===== src/rtl/tri_assignment_pipe.sv =====
// Applies one of AND/OR/XOR/ADD per lane and presents the result combinationally,
// registered once, and through a DEPTH-stage valid-tagged pipeline with a beat counter.
module tri_assignment_pipe #(
    parameter int WIDTH    = 8,
    parameter int CHANNELS = 2,
    parameter int DEPTH    = 3
) (
    input  logic                      clk,
    input  logic                      rst,
    input  logic                      in_valid,
    input  logic [1:0]                op,
    input  logic [CHANNELS*WIDTH-1:0] a,
    input  logic [CHANNELS*WIDTH-1:0] b,
    output logic [CHANNELS*WIDTH-1:0] c1,
    output logic [CHANNELS*WIDTH-1:0] c2,
    output logic                      c2_valid,
    output logic [CHANNELS*WIDTH-1:0] c3,
    output logic [CHANNELS-1:0]       c3_carry,
    output logic                      c3_valid,
    output logic [15:0]               done_cnt
);

    localparam int LW = CHANNELS * WIDTH;

    logic [LW-1:0]       f_next;
    logic [CHANNELS-1:0] carry_next;

    // Each lane has its own adder so carries never cross lane boundaries.
    genvar gi;
    generate
        for (gi = 0; gi < CHANNELS; gi++) begin : g_lane
            logic [WIDTH-1:0] a_lane;
            logic [WIDTH-1:0] b_lane;
            logic [WIDTH:0]   sum_lane;
            logic [WIDTH-1:0] f_lane;
            logic             carry_lane;

            assign a_lane   = a[gi*WIDTH +: WIDTH];
            assign b_lane   = b[gi*WIDTH +: WIDTH];
            assign sum_lane = {1'b0, a_lane} + {1'b0, b_lane};

            always_comb begin
                f_lane     = '0;
                carry_lane = 1'b0;
                case (op)
                    2'd0: f_lane = a_lane & b_lane;
                    2'd1: f_lane = a_lane | b_lane;
                    2'd2: f_lane = a_lane ^ b_lane;
                    default: begin
                        f_lane     = sum_lane[WIDTH-1:0];
                        carry_lane = sum_lane[WIDTH];
                    end
                endcase
            end

            assign f_next[gi*WIDTH +: WIDTH] = f_lane;
            assign carry_next[gi]            = carry_lane;
        end
    endgenerate

    assign c1 = f_next;

    logic [LW-1:0] c2_reg;
    logic          c2_valid_reg;

    always_ff @(posedge clk) begin
        if (rst) begin
            c2_reg       <= '0;
            c2_valid_reg <= 1'b0;
        end else begin
            c2_valid_reg <= in_valid;
            if (in_valid) begin
                c2_reg <= f_next;
            end
        end
    end

    assign c2       = c2_reg;
    assign c2_valid = c2_valid_reg;

    logic [LW-1:0]       data_reg  [DEPTH];
    logic [CHANNELS-1:0] carry_reg [DEPTH];
    logic [DEPTH-1:0]    valid_reg;

    // Free-running shift register: invalid slots enter as zeroed bubbles.
    always_ff @(posedge clk) begin
        if (rst) begin
            for (int s = 0; s < DEPTH; s++) begin
                data_reg[s]  <= '0;
                carry_reg[s] <= '0;
            end
            valid_reg <= '0;
        end else begin
            data_reg[0]  <= in_valid ? f_next : '0;
            carry_reg[0] <= in_valid ? carry_next : '0;
            valid_reg[0] <= in_valid;
            for (int s = 1; s < DEPTH; s++) begin
                data_reg[s]  <= data_reg[s-1];
                carry_reg[s] <= carry_reg[s-1];
                valid_reg[s] <= valid_reg[s-1];
            end
        end
    end

    assign c3       = data_reg[DEPTH-1];
    assign c3_carry = carry_reg[DEPTH-1];
    assign c3_valid = valid_reg[DEPTH-1];

    logic [15:0] done_cnt_reg;

    always_ff @(posedge clk) begin
        if (rst) begin
            done_cnt_reg <= '0;
        end else if (c3_valid && (done_cnt_reg != 16'hFFFF)) begin
            done_cnt_reg <= done_cnt_reg + 16'd1;
        end
    end

    assign done_cnt = done_cnt_reg;

endmodule


===== config.mk =====
export PLATFORM = sky130hd
export DESIGN_NAME = tri_assignment_pipe
export DESIGN_NICKNAME = d
export VERILOG_FILES = /design/src/rtl/tri_assignment_pipe.sv
export SDC_FILE = /design/constraint.sdc
export NUM_CORES = 1
export LEC_CHECK = 0
export CAP_MARGIN = 40
export CORE_MARGIN = 2
export CORE_UTILIZATION = 40
export CTS_BUF_LIST = sky130_fd_sc_hd__clkbuf_4
export DETAILED_ROUTE_END_ITERATION = 6
export HOLD_SLACK_MARGIN = 0.1
export PLACE_DENSITY = 0.66
export SETUP_SLACK_MARGIN = 0.3
export SYNTH_ARGS = -nofsm -noshare
export SYNTH_HDL_FRONTEND = slang
export SYNTH_SLANG_ARGS = --single-unit

===== constraint.sdc =====
create_clock -name clk -period 5.35 [get_ports clk]
set_input_delay 1.07 -clock clk [delete_from_list [all_inputs] [get_ports clk]]
set_output_delay 1.07 -clock clk [all_outputs]
set_load 0.02 [all_outputs]

== After elaboration in Yosys (flattened, before gate mapping) ==
Memory sizes are Yosys's and may differ from the RTL's.
Cells that the tools add are included.
Storage, ports and cells
  flip-flop bits (word level): 36
  memory bits (writable): 54
  input port bits: 37
  memories: 2
Cells by class
  add/sub/neg operators: 3
  equal/unequal tests: 3
  mux-type cells: 15
  bitwise operators: 12
  reduce and logical (&&, ||, !) cells: 3
Memories
  data_reg: words 3, width 16, read ports 3, clocked after Yosys merged registers in 0, wr ports 3, line 81  | logic [LW-1:0] data_reg [DEPTH];
  carry_reg: words 3, width 2, read ports 3, clocked after Yosys merged registers in 0, wr ports 3, line 82  | logic [CHANNELS-1:0] carry_reg [DEPTH];
Operators by type and width (count)
  16-bit 2-to-1 mux: 4
  8-bit case mux with 3 select lines: 2
  8-bit by 8-bit adder with 9-bit output: 2
  16-bit by 1-bit adder with 16-bit output, second input constant: 1
  8-bit AND: 2
  16-bit inequality test, second input constant: 1
  8-bit OR: 2
  8-bit XOR: 2
  2-bit 2-to-1 mux: 4
  1-bit OR: 6
  1-bit 2-to-1 mux: 5
  3-bit OR reduction: 1
  2-bit by 1-bit equality test with 1-bit output, second input constant: 1
  2-bit equality test, second input constant: 1
  2-bit logical NOT: 1
  1-bit logical AND: 1

== Longest topological paths before layout ==
  word-level depth: 5
  depth in mapped cells: 7
  depth with buffers taken out: 7

== Worst setup path before layout ==
Ideal clock, no wire load.
  kind: input -> output
  start point: in a[3]
  end point: out c1[7]
  data arrival time: 2.625 ns
  path slack: 1.655 ns
  stages on the path: 7
  cell sequence: inv_1 ha_1 a21o_1 a221oi_2 mux2_1 o21a_1 inv_1
On the way
  longest elaborated chain between the ends: 2
RTL lines
  from (decl): line 12  | input logic [CHANNELS*WIDTH-1:0] a,
  8-bit by 8-bit adder with 9-bit output: line 40  | assign sum_lane = {1'b0, a_lane} + {1'b0, b_lane};
  8-bit case mux with 3 select lines: line 45  | case (op)
  to (decl): line 14  | output logic [CHANNELS*WIDTH-1:0] c1,
Every way passes these cells.

== Worst setup path in the final report ==
Same ends and word-level chain as after synthesis.

==> results.sh <==
export IMPL_track_usage=0.1657
export IMPL_cp_cell_sequence="clkdlybuf4s50_1 -> inv_1 -> ha_1 -> a21o_1 -> a221oi_4 -> mux2_1 -> o21a_1 -> inv_1 -> clkdlybuf4s50_1"
export IMPL_final_common_cell="clkdlybuf4s50_1"
export IMPL_p_total_mw=1.413
export IMPL_ant_nets=0
export IMPL_nFillCells=1051
export IMPL_post_route_min_period_ns=4.872
export IMPL_core_area_sq_um=10890
export IMPL_skew_ns=0.01860
export IMPL_grt_overflow_total=0
export IMPL_cap_violations=0
export IMPL_crit_family="buffers and inverters"
export IMPL_synth_edff_count=0
export IMPL_portBuffers=104
export IMPL_max_stage_delay_ns=0.59
export IMPL_drtPass1Iterations=4
export IMPL_cts_root_buf="clkbuf_4"
export IMPL_std_cell_rows=38
export IMPL_crit_fanout=6
export IMPL_pin_count=105
export IMPL_fmax_ghz=0.2053
export IMPL_grt_pass1_vias=3252
export IMPL_die_w_um=109.8
export IMPL_path_clk_slew_ns=0.13
export IMPL_cts_max_level=3
export IMPL_critPathRequiredTime_ns=4.28
export IMPL_syn_area_sq_um=4481
export IMPL_pwr_density_cell_nw_per_um2=249.8
export IMPL_finalWirelength_mm=9.689
export IMPL_largest_reg_flops=48
export IMPL_initial_utilization=0.4115
export IMPL_synth_area_per_cell_sq_um=8.961
export IMPL_worst_skew_pair_late_latency_ns=0.44
export IMPL_gr_max_usage_layer="met2"
export IMPL_wl_per_cell_um=13.35
export IMPL_postSynthCellCount=500
export IMPL_clock_path_buffers=2
export IMPL_dieArea_sq_um=12060
export IMPL_cts_tree="built"
export IMPL_synthArstFlopShare=0
export IMPL_crit_buf_inv=4
export IMPL_report_final_slew_viol_count=0
export IMPL_hold_path_class="register to register"
export IMPL_ys_flop_type="dfxtp_1"
export IMPL_vias_per_cell=4.893
export IMPL_numCtsBuffers=9
export IMPL_end_kind="output port"
export IMPL_relSlewSlack=0.5265
export IMPL_startpoint_type="input port"
export IMPL_clock_sinks=89
export IMPL_ys_types=58
export IMPL_hold_buffers=0
export IMPL_cp_arrival_ns=3.80
export IMPL_place_congestion=0.8352
export IMPL_critPathSlowestCell="clkdlybuf4s50_1"
export IMPL_dieHeight_um=109.8
export IMPL_grt_max_degree=72
export IMPL_met1_usage=0.2250
export IMPL_finalSetupViolations=0
export IMPL_grt_use_met2=0.2559
export IMPL_ys_ff_latch=89
export IMPL_drt_iter0_drc=144
export IMPL_peakVddDrop_uv=118.6
export IMPL_final_cell_mix="clkdlybuf4s50_1, dfxtp_1, nor2_1"
export IMPL_multi_input_area_sq_um=2286
export IMPL_r2r_slack_ns=3.46
export IMPL_p_leak_nw=2.332
export IMPL_rsz0062_at_grt="false"
export IMPL_area_growth_syn_to_layout_pct=26.28
export IMPL_finalSetupTns_ns=0
export IMPL_final_nets=653
export IMPL_outcome="finished clean"
export IMPL_seq_area_frac_synth=0.3977
export IMPL_hold_viol_final=0
export IMPL_crit_type="input port to output port"
export IMPL_route_detailed_drc=0
export IMPL_grt_pass1_wl_mm=15.60
export IMPL_synth_nets=572
export IMPL_hpwl_mm=7.271
export IMPL_seq_area_sq_um=1782
export IMPL_antenna_found_initial=1
export IMPL_met3_usage=0.03912
export IMPL_ys_warn_count=0
export IMPL_whs_ns=0.4362
export IMPL_num_vias=3552
export IMPL_post_route_period_util=0.9106
export IMPL_drive_gt1_frac=0.06838
export IMPL_tightest_slew_ns=0.7103
[cell families after synthesis]
group,after synthesis,share of synthesized area
compound gates,101,0.1544
xor+xnor,13,0.02541
fa+ha+maj,35,0.09941
buf+inv,88,0.09467
flops,89,0.3977
mux,9,0.02597
simple gates,165,0.2025
[routing by layer]
layer / wire [um] / up-vias
met5: 0 / -
met4: 149 / 0
met3: 512 / 12
met2: 4426 / 92
met1: 4600 / 1616
li1: - / 1832
[power by group]
group | switching, mW | internal, mW | leakage (nW)
logic | 0.169 | 0.144 | 1.52
clock network | 0.207 | 0.196 | 0.0844
registers | 0.00971 | 0.688 | 0.726
total | 0.385 | 1.03 | 2.33
[cell type report]
type / instances / area share
inverters: 48 / 0.03184
well taps: 140 / 0.03096
flip-flops and latches: 89 / 0.3149
repair buffers: 110 / 0.1911
clock buffers: 11 / 0.01460
multi-input cells: 323 / 0.4040
clock inverters: 4 / 0.01216
diodes: 1 / 0.0004423
[metrics by stage]
stage	utilization	std cells	setup slack (ns)	cell area [sq um]
floorplan	-	500	1.655	4481
global placement	0.5045	710	0.4917	5493
detailed placement	0.5045	710	0.4659	5493
CTS	0.5184	725	0.4488	5644
global route	0.5197	726	0.3281	5658
finish	0.5197	726	0.4780	5658
[synth_stat cells, drive strengths merged (2+ instances only)]
library cell  number  share of area
dfxtp             89           0.40
nor2              53          0.044
inv               48          0.040
nor2b             45          0.063
ha                34          0.095
a21oi             27          0.030
buf               26          0.043
a211oi            24          0.041
nand2             16          0.014
clkbuf            14          0.012
o21ai             13          0.015
xnor2             12          0.023
nand3             10          0.012
nor3               8          0.010
a31oi              6         0.0084
mux2i              6          0.013
o211ai             6          0.010
and2               5         0.0070
and3               5         0.0070
nand2b             5         0.0070
o21bai             5         0.0084
a21o               4         0.0067
nand3b             4         0.0067
nand4              4         0.0089
nor3b              3         0.0050
o21a               3         0.0050
a311oi             2         0.0053
and4               2         0.0045
mux4               2          0.010
nor4               2         0.0075
o32ai              2         0.0039
or3                2         0.0039
[timing repair]
| action | 4_1_cts | 5_1_grt |
|---|---|---|
| setup buffers | 0 | 0 |
| endpoints found under the setup margin | 0 | 1 |
| endpoints found under the hold margin | 0 | 0 |
| gates resized for setup | 0 | 1 |
[worst paths after layout]
path                start  cells past startpoint      endpoint
max                  a[3]                      9         c1[7]
min          valid_reg[1]                      1  valid_reg[2]
max reg2reg   done_cnt[4]                      5   done_cnt[5]
min reg2reg  valid_reg[1]                      1  valid_reg[2]
(Power assumes the default switching activity.)
